### src/rtl/imm_extend_pipe.sv
// rtl/imm_extend_pipe.sv - immediate sign/zero/upper/branch extension into a 2-entry output FIFO
// The head entry is mirrored in a register so OUT_DATA keeps its last value when the buffer empties.
module imm_extend_pipe #(
  parameter int IN_W  = 16,
  parameter int OUT_W = 32
) (
  input  logic             CLK,
  input  logic             RST,
  input  logic             IN_VALID,
  output logic             IN_READY,
  input  logic [IN_W-1:0]  IN_DATA,
  input  logic [1:0]       IN_MODE,
  output logic             OUT_VALID,
  input  logic             OUT_READY,
  output logic [OUT_W-1:0] OUT_DATA,
  output logic [1:0]       COUNT
);

  localparam int PAD_W = OUT_W - IN_W;

  logic [OUT_W-1:0] mem_q [2];
  logic [OUT_W-1:0] mem_d [2];
  logic [OUT_W-1:0] head_q, head_d;
  logic             wr_ptr_q, wr_ptr_d;
  logic             rd_ptr_q, rd_ptr_d;
  logic [1:0]       count_q, count_d;

  logic [OUT_W-1:0] ext_sign;
  logic [OUT_W-1:0] ext_zero;
  logic [OUT_W-1:0] ext_upper;
  logic [OUT_W-1:0] ext_branch;
  logic [OUT_W-1:0] ext_word;
  logic             push;
  logic             pop;

  always_comb begin
    ext_sign   = {{PAD_W{IN_DATA[IN_W-1]}}, IN_DATA};
    ext_zero   = {{PAD_W{1'b0}}, IN_DATA};
    ext_upper  = {IN_DATA, {PAD_W{1'b0}}};
    ext_branch = {ext_sign[OUT_W-3:0], 2'b00};
    case (IN_MODE)
      2'b00:   ext_word = ext_sign;
      2'b01:   ext_word = ext_zero;
      2'b10:   ext_word = ext_upper;
      default: ext_word = ext_branch;
    endcase
  end

  assign IN_READY  = (count_q != 2'd2);
  assign OUT_VALID = (count_q != 2'd0);
  assign OUT_DATA  = head_q;
  assign COUNT     = count_q;

  assign push = IN_VALID && IN_READY;
  assign pop  = OUT_VALID && OUT_READY;

  always_comb begin
    mem_d[0] = mem_q[0];
    mem_d[1] = mem_q[1];
    wr_ptr_d = wr_ptr_q;
    rd_ptr_d = rd_ptr_q;
    count_d  = count_q;
    head_d   = head_q;

    if (push) begin
      mem_d[wr_ptr_q] = ext_word;
      wr_ptr_d        = ~wr_ptr_q;
    end
    if (pop) begin
      rd_ptr_d = ~rd_ptr_q;
    end

    case ({push, pop})
      2'b10:   count_d = count_q + 2'd1;
      2'b01:   count_d = count_q - 2'd1;
      default: count_d = count_q;
    endcase

    // Head follows whichever entry becomes oldest; an emptying pop leaves it holding.
    if (push && (count_q == 2'd0 || (count_q == 2'd1 && pop))) begin
      head_d = ext_word;
    end else if (pop && count_q == 2'd2) begin
      head_d = mem_q[~rd_ptr_q];
    end
  end

  always_ff @(posedge CLK) begin
    if (RST) begin
      mem_q[0] <= '0;
      mem_q[1] <= '0;
      head_q   <= '0;
      wr_ptr_q <= 1'b0;
      rd_ptr_q <= 1'b0;
      count_q  <= 2'd0;
    end else begin
      mem_q[0] <= mem_d[0];
      mem_q[1] <= mem_d[1];
      head_q   <= head_d;
      wr_ptr_q <= wr_ptr_d;
      rd_ptr_q <= rd_ptr_d;
      count_q  <= count_d;
    end
  end

endmodule

### config.mk
export PLATFORM = sky130hd
export DESIGN_NAME = imm_extend_pipe
export DESIGN_NICKNAME = d
export VERILOG_FILES = /design/src/rtl/imm_extend_pipe.sv
export SDC_FILE = /design/constraint.sdc
export NUM_CORES = 1
export LEC_CHECK = 0
export BUFFER_PORTS_ARGS = -buffer_cell sky130_fd_sc_hd__buf_2
export CELL_PAD_IN_SITES_DETAIL_PLACEMENT = 1
export CELL_PAD_IN_SITES_GLOBAL_PLACEMENT = 2
export CORE_MARGIN = 1.5
export CORE_UTILIZATION = 35
export DETAILED_ROUTE_END_ITERATION = 6
export PLACE_DENSITY_LB_ADDON = 0.1
export SYNTH_ARGS = -nofsm -noshare
export SYNTH_HDL_FRONTEND = slang
export SYNTH_SLANG_ARGS = --single-unit
### constraint.sdc
create_clock -name CLK -period 2.5 [get_ports CLK]
set_input_delay 0.5 -clock CLK [delete_from_list [all_inputs] [get_ports CLK]]
set_output_delay 0.5 -clock CLK [all_outputs]
set_load 0.03 [all_outputs]
* Yosys cells after proc, flatten, opt, wreduce, memory -nomap -nowiden
Memories as Yosys holds them, arrays and structs flattened. Index checks and enable logic that the tools add are counted.
Operators by class: equality and inequality tests 7, magnitude comparators 2, mux-type cells 13, reduce and logical (&&, ||, !) cells 12, bitwise logic cells 5, add/subtract/negate cells 2
Operator list (count):
- $mux 32 | 5
- $pmux 32 s3 | 1
- $bwmux 64 | 1
- $mux 64 | 1
- $demux 32 s1 | 1
- $eq 2x1->1 const B | 3
- $eq 2x2->1 const B | 3
- $logic_and 1x1->1 | 6
- $reduce_bool 2->1 | 3
- $logic_not 2->1 | 2
- $pmux 2 s2 | 1
- $mux 1 | 3
- $add 2x1->2 const B | 1
- $ge 2x2->1 const B | 1
- $lt 2x1->1 const B | 1
- $ne 2x2->1 const B | 1
- $not 1->1 | 2
- $not 1->2 | 1
- $or 1x1->1 | 2
- $sub 2x1->2 const B | 1
- $logic_or 1x1->1 | 1
Storage, ports and cells: logic and storage cells 46, memory bits (writable) 64, output and inout port bits 36, bits in registers 36, memories kept 1
Memories:
- mem_q | words 2, bits a word 32, rd ports 3, clocked after Yosys merged registers in 0, wr ports 2, line 21 | logic [OUT_W-1:0] mem_q [2];

* Logic depth before layout (Yosys ltp)
depth after elaboration 8, depth in mapped cells 8

* Worst setup path before layout
No wires, ideal clock.
kind register to register, from register count_q[0], in the netlist COUNT[0], to register head_q[31], in the netlist OUT_DATA[31], path slack 0.537 ns, arrival 1.884 ns, stages on the path, launching flop included 9, path buffers 2, path through dfxtp_1 > inv_1 > ha_1 > nor2b_2 > inv_2 > or3_1 > buf_2 > buf_6 > o221ai_2
On the way: word-level cells in the longest chain between the ends 6, elaborated cells on any way between the ends 13, those cells by class eq/ne: 3; mux: 1; reduce/logical: 9
Ends and longest elaborated chain:
- from (decl) | line 26 | logic [1:0] count_q, count_d;
- from (signal assigned) | line 101 | count_q <= count_d;
- $reduce_bool 2->1 | line 50 | assign OUT_VALID = (count_q != 2'd0);
- $logic_and 1x1->1 | line 55 | assign pop = OUT_VALID && OUT_READY;
- $logic_and 1x1->1 | line 80 | if (push && (count_q == 2'd0 || (count_q == 2'd1 && pop))) begin
- $logic_or 1x1->1 | line 80
- $logic_and 1x1->1 | line 80
- $mux 32 / $reduce_bool 2->1 (equally long branches)
- to (signal assigned) | line 91 | head_q <= '0;
- to (signal assigned) | line 98 | head_q <= head_d;
- to (decl) | line 23 | logic [OUT_W-1:0] head_q, head_d;
Several ways; a longest one is shown, not always the timed one. A chain may end at the register's enable or synchronous reset.

* Final worst setup path
from register count_q[0], in the netlist COUNT[0], to register head_q[22], in the netlist OUT_DATA[22]
The elaborated chain is that of the path after synthesis.

==> flow_metrics.env <==
export IMPL_ys_async_sr_fraction=0
export IMPL_syn_mean_instance_area_um2=9.837
export IMPL_setup_viol=0
export IMPL_drc=0
export IMPL_outcome="finished, final reports clean"
export IMPL_cts_root_buf="clkbuf_16"
export IMPL_synth_area_top_cells="dfxtp_1 44%, mux2_2 12%, o221ai_2 9.9%"
export IMPL_gp_congestion=0.7608
export IMPL_cts_hold_buffers=0
export IMPL_grtUsageTotal=0.2062
export IMPL_cts_buffer_depth=2
export IMPL_tightest_slew_ps=850.0
export IMPL_reg2reg_slack_ps=330
export IMPL_netlist_instances=464
export IMPL_mostFrequentLayoutCells="100 x dfxtp_1, 57 x buf_2, 49 x a21oi_1"
export IMPL_final_max_slew_viol_count=0
export IMPL_totalWireLength_um=13140
export IMPL_grt_pass1_wl_um=20880
export IMPL_min_period_ps=2169
export IMPL_fmax_mhz=461.1
export IMPL_min_period_over_period=0.8675
export IMPL_hp_class="reg2reg"
export IMPL_rr_worst_depth=7
export IMPL_synth_edf_count=0
export IMPL_ir_drop_uv=433.9
export IMPL_layout_commonest_cell="dfxtp_1"
export IMPL_wl_per_cell_um=19.18
export IMPL_yosys_area_top_type="dfxtp_1"
export IMPL_fin_nets=534
export IMPL_hold_viol=0
export IMPL_antenna_found_initial=0
export IMPL_post_route_util=0.4207
export IMPL_setup_tns_ps=0
export IMPL_cts_resized=0
export IMPL_cp_max_fo=26
export IMPL_die_w_um=117.2
export IMPL_clk_pin_slew_ps=70
export IMPL_initial_core_util=0.3602
export IMPL_crit_slowest_cell="or3_1"
export IMPL_p_leak_nw=2.011
export IMPL_arrival_ps=2440
export IMPL_row_count=41
export IMPL_slew_headroom=0.4330
export IMPL_drt_iter0_drc=118
export IMPL_fp_dieH_um=117.2
export IMPL_netlist_area_mm2=0.004564
export IMPL_via_count=3596
export IMPL_cts_num_sinks=100
export IMPL_path_cells="inv_1 > ha_1 > nor2b_2 > inv_2 > or3_1 > buf_12 > o221ai_1"
export IMPL_cts_tree="done"
export IMPL_dr_pass1_iters=4
export IMPL_drv_cap=0
export IMPL_dpl_hpwl_um=8811
export IMPL_fp_coreArea_mm2=0.01267
export IMPL_syn_num_nets=490
export IMPL_crit_path_max_incr_delay_ps=570
export IMPL_skew_ps=5.415
export IMPL_ant_nets=0
export IMPL_ys_warn_count=0
export IMPL_via_per_inst=5.250
export IMPL_io_buffers=57
export IMPL_cp_required_ps=2770
export IMPL_layout_drive_gt1_share=0.3392
export IMPL_end_kind="register"
export IMPL_htree_levels=3
export IMPL_powerDensity_mw_per_mm2=928.7
export IMPL_hold_depth=1
export IMPL_grt_pass1_vias=3662
export IMPL_num_fill_cells=1447
export IMPL_syn_to_final_growth_pct=16.78
export IMPL_synth_seq_cells=100
export IMPL_criticalPathCategory="reg2reg"
export IMPL_clk_latency_ps=350
export IMPL_post_cts_buffers=0
export IMPL_yosysTopAreaCellShare=0.4386
export IMPL_cts_buffers=9
export IMPL_ys_types=32
export IMPL_num_antenna_cells=0
export IMPL_die_area_mm2=0.01373
export IMPL_rsz0062_at_grt="false"
export IMPL_grt_ovfl_total=0
export IMPL_ys_seq_area_frac=0.4386
export IMPL_pin_count=58
export IMPL_ys_flop_type="dfxtp_1"
export IMPL_start_kind="register"
export IMPL_grt_max_degree=34
==> cells in the mapped netlist, types with 2 or more instances <==
library cell / number
o221ai_2: 30
nor2b_1: 17
nand2b_1: 2
buf_6: 3
dfxtp_1: 100
inv_1: 38
a21oi_1: 50
xor2_1: 2
o21ai_0: 16
nand2_1: 38
o221ai_1: 2
a22o_1: 2
nor3b_2: 2
ha_1: 4
buf_2: 14
mux2_2: 47
nor2_1: 17
a211oi_1: 15
clkbuf_1: 23
o2bb2ai_1: 30
==> layout make-up <==
class | count | area [um2] | area share
sequential | 100 | 2002 | 0.3756
clock buffer | 11 | 252.7 | 0.04742
tap | 172 | 215.2 | 0.04038
timing repair buffer | 73 | 417.9 | 0.07840
clock inverter | 5 | 36.28 | 0.006808
multi-input combinational | 285 | 2260 | 0.4239
inverter | 39 | 146.4 | 0.02746
==> final timing paths <==
check	from	to
max reg2reg	COUNT[0]	OUT_DATA[22]
min	mem_q[1][11]	mem_q[1][11]
max	COUNT[0]	OUT_DATA[22]
min reg2reg	mem_q[1][11]	mem_q[1][11]
==> sequential cells by signal, summed over array words and instances, names as in the netlist <==
name and count:
wr_ptr_q 1, COUNT 2, rd_ptr_q 1, OUT_DATA 32
mem_q 64
==> routing by layer <==
layer	up-vias	GRT usage	wire length, um
met3	14	0.04634	501
met5	-	0	0
met2	57	0.3508	6439
met1	1785	0.2583	5959
li1	1740	-	-
met4	0	0.06908	235
==> logic make-up after synthesis <==
logic type / synth area share
and+or+nand+nor: 0.08964
AOI/OAI and AO/OA: 0.2654
DFF: 0.4386
adders and majority gates: 0.01097
muxes: 0.1160
buffers and inverters: 0.07374
xor gates and xnor gates: 0.005758
==> metrics by stage <==
| stage | setup slack (ps) | hold slack [ps] | area, um2 | instances | power (mW) |
|---|---|---|---|---|---|
| floorplan | 537.4 | 428.5 | 4564 | 464 | 3.148 |
| global placement | 227.6 | 440.9 | 5041 | 669 | 3.614 |
| detailed placement | 207.5 | 444.0 | 5041 | 669 | 3.649 |
| CTS | 292.6 | 460.6 | 5330 | 685 | 5.024 |
| global route | 167.5 | 475.6 | 5330 | 685 | 5.243 |
| finish | 331.2 | 458.5 | 5330 | 685 | 4.950 |
==> report_power, final <==
| group | switching [mW] | internal, mW |
|---|---|---|
| sequential | 0.120 | 1.83 |
| clock | 0.632 | 0.730 |
| combinational | 1.07 | 0.567 |
==> critical path, delay by kind of cell, from the launching register on <==
kind,cells,cell delay [ps]
AND/OR/NAND/NOR,2,800
AO/OA/AOI/OAI,1,190
adder cells (fa/ha/maj),1,240
flip-flops,1,390
buffers and inverters,3,460
Note: power is estimated with default switching activity, not from simulation.
